[config.mk]
export PLATFORM = sky130hd
export DESIGN_NAME = uart_alu_interface
export DESIGN_NICKNAME = d
export VERILOG_FILES = /design/src/rtl/uart_alu_interface_pkg.sv /design/src/rtl/uart_alu_interface.sv
export SDC_FILE = /design/constraint.sdc
export NUM_CORES = 1
export LEC_CHECK = 0
export BUFFER_PORTS_ARGS = -buffer_cell sky130_fd_sc_hd__buf_2
export CORE_MARGIN = 1.5
export CORE_UTILIZATION = 43
export CTS_CLUSTER_DIAMETER = 120
export DETAILED_ROUTE_END_ITERATION = 10
export PLACE_DENSITY = 0.74
export SYNTH_ARGS = -nofsm -noshare
export SYNTH_HDL_FRONTEND = slang
export SYNTH_SLANG_ARGS = --single-unit
export TNS_END_PERCENT = 5
[constraint.sdc]
create_clock -name i_clk -period 1.54 [get_ports i_clk]
set_clock_uncertainty 0.1 [all_clocks]
set_input_delay 0.154 -clock i_clk [delete_from_list [all_inputs] [get_ports i_clk]]
set_output_delay 0.154 -clock i_clk [all_outputs]
set_load 0.01 [all_outputs]
[src/rtl/uart_alu_interface_pkg.sv]
// Shared definitions for the UART <-> ALU glue block:
// default data/opcode widths and the 3-bit FSM state encodings.
package uart_alu_interface_pkg;

    localparam int D_BIT_DEF  = 8;
    localparam int OP_BIT_DEF = 6;

    localparam logic [2:0] GET_A   = 3'd0;
    localparam logic [2:0] GET_B   = 3'd1;
    localparam logic [2:0] GET_OP  = 3'd2;
    localparam logic [2:0] RESULT  = 3'd3;
    localparam logic [2:0] SEND    = 3'd4;
    localparam logic [2:0] WAIT_TX = 3'd5;

endpackage

[src/rtl/uart_alu_interface.sv]
// uart_alu_interface: gathers operand A, operand B and opcode bytes from the
// UART receiver, drives them to an external combinational ALU, captures the
// result and hands it to the UART transmitter with a start/done handshake.
// Optional feature macro: INTF_TIMEOUT_EN (inter-byte timeout abort).
module uart_alu_interface
    import uart_alu_interface_pkg::*;
#(
    parameter int D_BIT       = D_BIT_DEF,
    parameter int OP_BIT      = OP_BIT_DEF,
    parameter int TIMEOUT_CYC = 100000
) (
    input  logic              i_clk,
    input  logic              i_reset,
    input  logic              i_rx_done_tick,
    input  logic [D_BIT-1:0]  i_rx_data,
    input  logic [D_BIT-1:0]  i_alu_result,
    input  logic              i_tx_done_tick,
    output logic [D_BIT-1:0]  o_alu_a,
    output logic [D_BIT-1:0]  o_alu_b,
    output logic [OP_BIT-1:0] o_alu_op,
    output logic [D_BIT-1:0]  o_tx_data,
    output logic              o_tx_start,
    output logic              o_busy,
    output logic              o_overrun,
    output logic              o_timeout
);

    logic [2:0] state;
    logic [2:0] state_next;
    logic       to_hit;     // frame abort this cycle (timeout build only)
    logic       byte_take;  // received byte is usable this cycle

    // A byte landing on the abort cycle is discarded with the frame.
    assign byte_take = i_rx_done_tick && !to_hit;

`ifdef INTF_TIMEOUT_EN
    localparam int TO_W = (TIMEOUT_CYC > 1) ? $clog2(TIMEOUT_CYC) : 1;
    localparam logic [TO_W-1:0] TO_LAST = TO_W'(TIMEOUT_CYC - 1);

    logic [TO_W-1:0] to_cnt;

    assign to_hit = ((state == GET_B) || (state == GET_OP)) && (to_cnt == TO_LAST);

    // Inter-byte counter: runs only while mid-frame, restarts on every byte.
    always_ff @(posedge i_clk or posedge i_reset) begin
        if (i_reset)
            to_cnt <= '0;
        else if (byte_take || to_hit || !((state == GET_B) || (state == GET_OP)))
            to_cnt <= '0;
        else
            to_cnt <= to_cnt + TO_W'(1);
    end
`else
    // Constant false: no abort path exists in this build.
    assign to_hit = (TIMEOUT_CYC < 0);
`endif

    // Next-state decode; timeout abort overrides the normal transition.
    always_comb begin
        state_next = state;
        case (state)
            GET_A:   if (byte_take)      state_next = GET_B;
            GET_B:   if (byte_take)      state_next = GET_OP;
            GET_OP:  if (byte_take)      state_next = RESULT;
            RESULT:                      state_next = SEND;
            SEND:                        state_next = WAIT_TX;
            WAIT_TX: if (i_tx_done_tick) state_next = GET_A;
            default:                     state_next = GET_A;
        endcase
        if (to_hit)
            state_next = GET_A;
    end

    // State, operand/result capture and registered status pulses.
    always_ff @(posedge i_clk or posedge i_reset) begin
        if (i_reset) begin
            state      <= GET_A;
            o_alu_a    <= '0;
            o_alu_b    <= '0;
            o_alu_op   <= '0;
            o_tx_data  <= '0;
            o_tx_start <= 1'b0;
            o_busy     <= 1'b0;
            o_overrun  <= 1'b0;
            o_timeout  <= 1'b0;
        end else begin
            state <= state_next;
            if ((state == GET_A) && byte_take)
                o_alu_a <= i_rx_data;
            if ((state == GET_B) && byte_take)
                o_alu_b <= i_rx_data;
            if ((state == GET_OP) && byte_take)
                o_alu_op <= i_rx_data[OP_BIT-1:0];
            // Operands were registered last cycle, so the ALU has settled.
            if (state == RESULT)
                o_tx_data <= i_alu_result;
            o_tx_start <= (state_next == SEND);
            o_busy     <= (state_next != GET_A);
            o_overrun  <= i_rx_done_tick && ((state == SEND) || (state == WAIT_TX));
            o_timeout  <= to_hit;
        end
    end

endmodule
# Word level (Yosys, flattened, before mapping)
# Index checks and enable logic that the tools add are counted.
# word_totals
regBits	36
latchBits	0
ram_bits	0
romBits	0
in_bits	20
mem_count	0
# classes
add_sub_neg	0
mul	0
div	0
magnitude_cmp	0
n_eq_ne	6
n_shift	0
mux	5
bitwise_logic	0
n_reduce_logical	7
# op_table
cell	n
$pmux 3 s6	1
$mux 3	4
$eq 3x3->1 const B	3
$eq 3x2->1 const B	2
$logic_and 1x1->1	4
$eq 3x1->1 const B	1
$logic_not 3->1	1
$reduce_bool 3->1	1
$logic_or 1x1->1	1

# Depth between registers and ports, before layout
# logic_depth
ltp_word	3
ltp_mapped	4

# Worst setup path after synthesis
# Ideal clock, no wire load.
# synth_timing
kind	flip-flop to flip-flop
from	register state[2]
to	register o_alu_b[0]
setup_ps	125
t_arrival_ps	1287
slack_ps	28
path_stages_with_launch	4
path_buffers	0
period_less_slack_ps	1512
path_cell_list	dfrtp_1 > nand2b_4 > nor3b_4 > mux2_2
# synth_between
elab_chain_len	2
# synth_lines
item	line	source
start, declared	uart_alu_interface.sv:28	logic [2:0] state;
start signal, assigned	uart_alu_interface.sv:87	state <= state_next;
$eq 3x1->1	uart_alu_interface.sv:90	if ((state == GET_B) && byte_take)
$logic_and 1x1->1	uart_alu_interface.sv:90	
end signal, assigned	uart_alu_interface.sv:91	o_alu_b <= i_rx_data;
end, declared	uart_alu_interface.sv:19	output logic [D_BIT-1:0] o_alu_b,
# No other way between the ends.
# A chain may end at the register's enable or synchronous reset.

# Worst setup path after layout
# layout_timing
from	register state[2]
to	register o_alu_b[5]
# The elaborated chain is that of the path after synthesis.

==> impl_results.md <==
* Vias per inst at 4.63
* Worst r2r src: state[2]
* Fin. max-slew vios at 0
* FF-to-FF End: o_alu_b[5]
* Fraction of the cycle the final worst path needs at 0.966
* Worst VDD drop at ~0.0012 V
* P_int at approximately 0.0028 W
* Max Cap Viol at 0
* CTS clock-pin slew for the worst setup and hold paths at about 0.1 ns
* Sw frac at 0.322
* Aggregate global routing overflow at 0
* Worst Setup EP: o_alu_b[5]
* Post-synthesis sequential area ratio at 0.638
* Share of the synthesized area in the top cell type at 0.638
* Total power draw at ~0.0042 W
* Critical path required time at between 1.5 and 2 ns
* Total Routing Usage GR at 0.187
* CP Launch Point: state[2]
* Most common cell after layout, fill and taps aside: buf_2
* # H-tree levels at 2
* Row count at 20
* Largest net degree at the start of global routing at 37
* Nets at ~190
* Critical path class: flop to flop
* Logic gate share of total power at 0.415
* Setup violators final at 0
* Placed Area at 1790 um^2
* Fin area at around 2100 um^2
* Final Util at 0.671
* Yosys reg bits at 36
* NetSw at around 0.0013 W
* CTS sink cnt at 36
* Max clock buf depth at 2
* Leak at ~0.99 nW
* Clk pwr share at 0.177
* Status: completed
* Ant diodes at 0
* Total CTS buffers at 5
* Core footprint at roughly 3100 um^2
* R2r worst-path depth at 4
* Post-CTS Setup Inserts at 0
* Initial DRC Count at 23
* Total negative setup slack at 0 ns
* Most frequent cells in the layout: 52 x buf_2, 34 x dfrtp_1, 30 x mux2_2, 18 x dlygate4sd3_1, 5 x clkbuf_4
* Worst setup EP type: flop
* CP arrival at between 1.5 and 2 ns
* Antenna Nets Post-Route at 0
* DR WL/cell at 13.7 um
* Layout cells sized above 1 at 0.593
* Fmax achieved at 672 MHz
* Via count at roughly 1000
* CP Launch Type: flop
* Syn nets at between 100 and 150
* DIE AREA at ~3600 um^2
* Count of input and output buffers at 52
* Initial core utilization at 0.459
* Cell area after synthesis at roughly 1400 um^2
* Hold Path Stages at 3
* Mean post-synth cell area at 15.4 um^2
* Die width at approximately 60 um
* Crit-path max FO at 8
* Clock root buffer: clkbuf_4
* Reg power frac at 0.408
* Syn Inst Count at a little over 90
* Number of synthesis warnings at 0
* Distinct cells, synth at 20
* Vias in the first global route at ~1100
* Hold Fails Final Rpt at 0
* Pre-CTS setup slack at roughly 0.054 ns
* Min-delay worst type: primary input to flop
* Final Critical Period at 1.49 ns
* Post-synth top area cell: dfrtp_1
* CTS tree: yes
* Cell Pwr Density at just over 2000 nW/um^2
* Drt drc at 0
* # IOs at 54
* R2R Setup Slk at about 0.053 ns
* GP Congestion at 0.774
* Dpl hpwl at just under 2000 um
* Final worst slack at 0.0529 ns
* First-pass GRT wire length at ~4800 um
* Leading post-synthesis cells by cell area: dfrtp_1 64%, mux2_2 24%, nor3b_4 1.3%
* Initial antenna violation count at 0
* Fillers at ~220
* DRT Pass-1 Iters at 3
* Overall routed net length at between 2000 and 3000 um
* Area growth from synthesis to layout at 46.2%
* Die Y-Extent at approximately 60 um
* Clock Latency Late Sink at 0.34 ns
* RSZ-0062 raised after global routing: false
-- sequential cells by signal, indices dropped and copies added, names as in the netlist --
| signal | cells |
|---|---|
| o_alu_a | 8 |
| o_alu_b | 8 |
| o_alu_op | 6 |
| o_busy | 1 |
| o_overrun | 1 |
| o_tx_data | 8 |
| o_tx_start | 1 |
| state | 3 |
-- power groups by stage --
stage | clock (W) | sequential, W | combinational, W
finish | 0.000741 | 0.00171 | 0.00174
global route | 0.000797 | 0.00177 | 0.00188
CTS | 0.000762 | 0.00169 | 0.00175
detailed placement | 0 | 0.00171 | 0.00171
global placement | 0 | 0.00168 | 0.00166
floorplan | 0 | 0.00185 | 0.000830
-- worst min path at each step --
stage | slack (ns) | start | to
after CTS | 0.007 | i_rx_done_tick | state[1]
after detailed placement | 0.18 | i_reset | o_tx_data[7]
after floorplan | 0.16 | i_rx_done_tick | o_overrun
after global placement | 0.17 | i_reset | o_tx_data[2]
final | 0.02 | i_rx_done_tick | state[1]
after global routing | 0.02 | i_rx_done_tick | state[1]
-- cells by family (layout without fill, tap and decap cells) --
| kind of cell | count (synthesis) | count (layout) | share of synthesized area |
|---|---|---|---|
| flip-flops | 36 | 36 | 0.638 |
| other | 1 | 1 | 0.00265 |
| AND/OR/NAND/NOR | 14 | 14 | 0.0806 |
| buffers and inverters | 7 | 87 | 0.0239 |
| AO/OA/AOI/OAI | 4 | 4 | 0.0159 |
| multiplexers | 30 | 30 | 0.239 |
-- worst max-delay path, stage by stage, from the launching register on --
cell and delay (ns):
dfrtp_1 0.39, nand2b_4 0.18, nor3b_4 0.21, buf_12 0.16, mux2_2 0.33
-- timing repair --
| action | in CTS | in global routing |
|---|---|---|
| endpoints found under the hold margin | 67 | 0 |
| gates resized for setup | 0 | 2 |
| endpoints found under the setup margin | 0 | 14 |
| hold buffers | 18 | 0 |
-- cell usage after synthesis --
library cell,n
nand2_1,1
nand2b_4,1
nand3b_1,2
a21o_1,1
conb_1,1
buf_4,1
nor3_1,1
o21ai_0,1
inv_1,3
nand2b_1,2
buf_2,3
or3_1,1
dfrtp_1,36
nor3_4,1
a21oi_1,2
nor2_2,1
nor2_1,2
nor4b_1,1
nor3b_4,1
mux2_2,30
-- layer usage --
metal	global-route usage	wire length, um	vias up
li1	-	-	475
met1	0.226	1230	496
met2	0.298	1550	23
met3	0.0671	110	7
met4	0.0889	61	0
met5	0	0	-
-- cell type report --
class	count	area, um^2	share of cell area
multi-input cells	49	478	0.231
inverters	3	11.3	0.00545
clock buffers	7	65.1	0.0315
clock inverters	1	30.0	0.0145
flip-flops and latches	36	903	0.437
repair buffers	76	523	0.253
well taps	44	55.1	0.0267
-- through the flow --
stage | hold slack [ns] | std cells
6_report | 0.0210 | 216
5_1_grt | 0.0242 | 216
4_1_cts | 0.00695 | 216
3_5_place_dp | 0.179 | 190
3_3_place_gp | 0.165 | 190
2_1_floorplan | 0.160 | 92
Power figures use the tool's default switching activity.
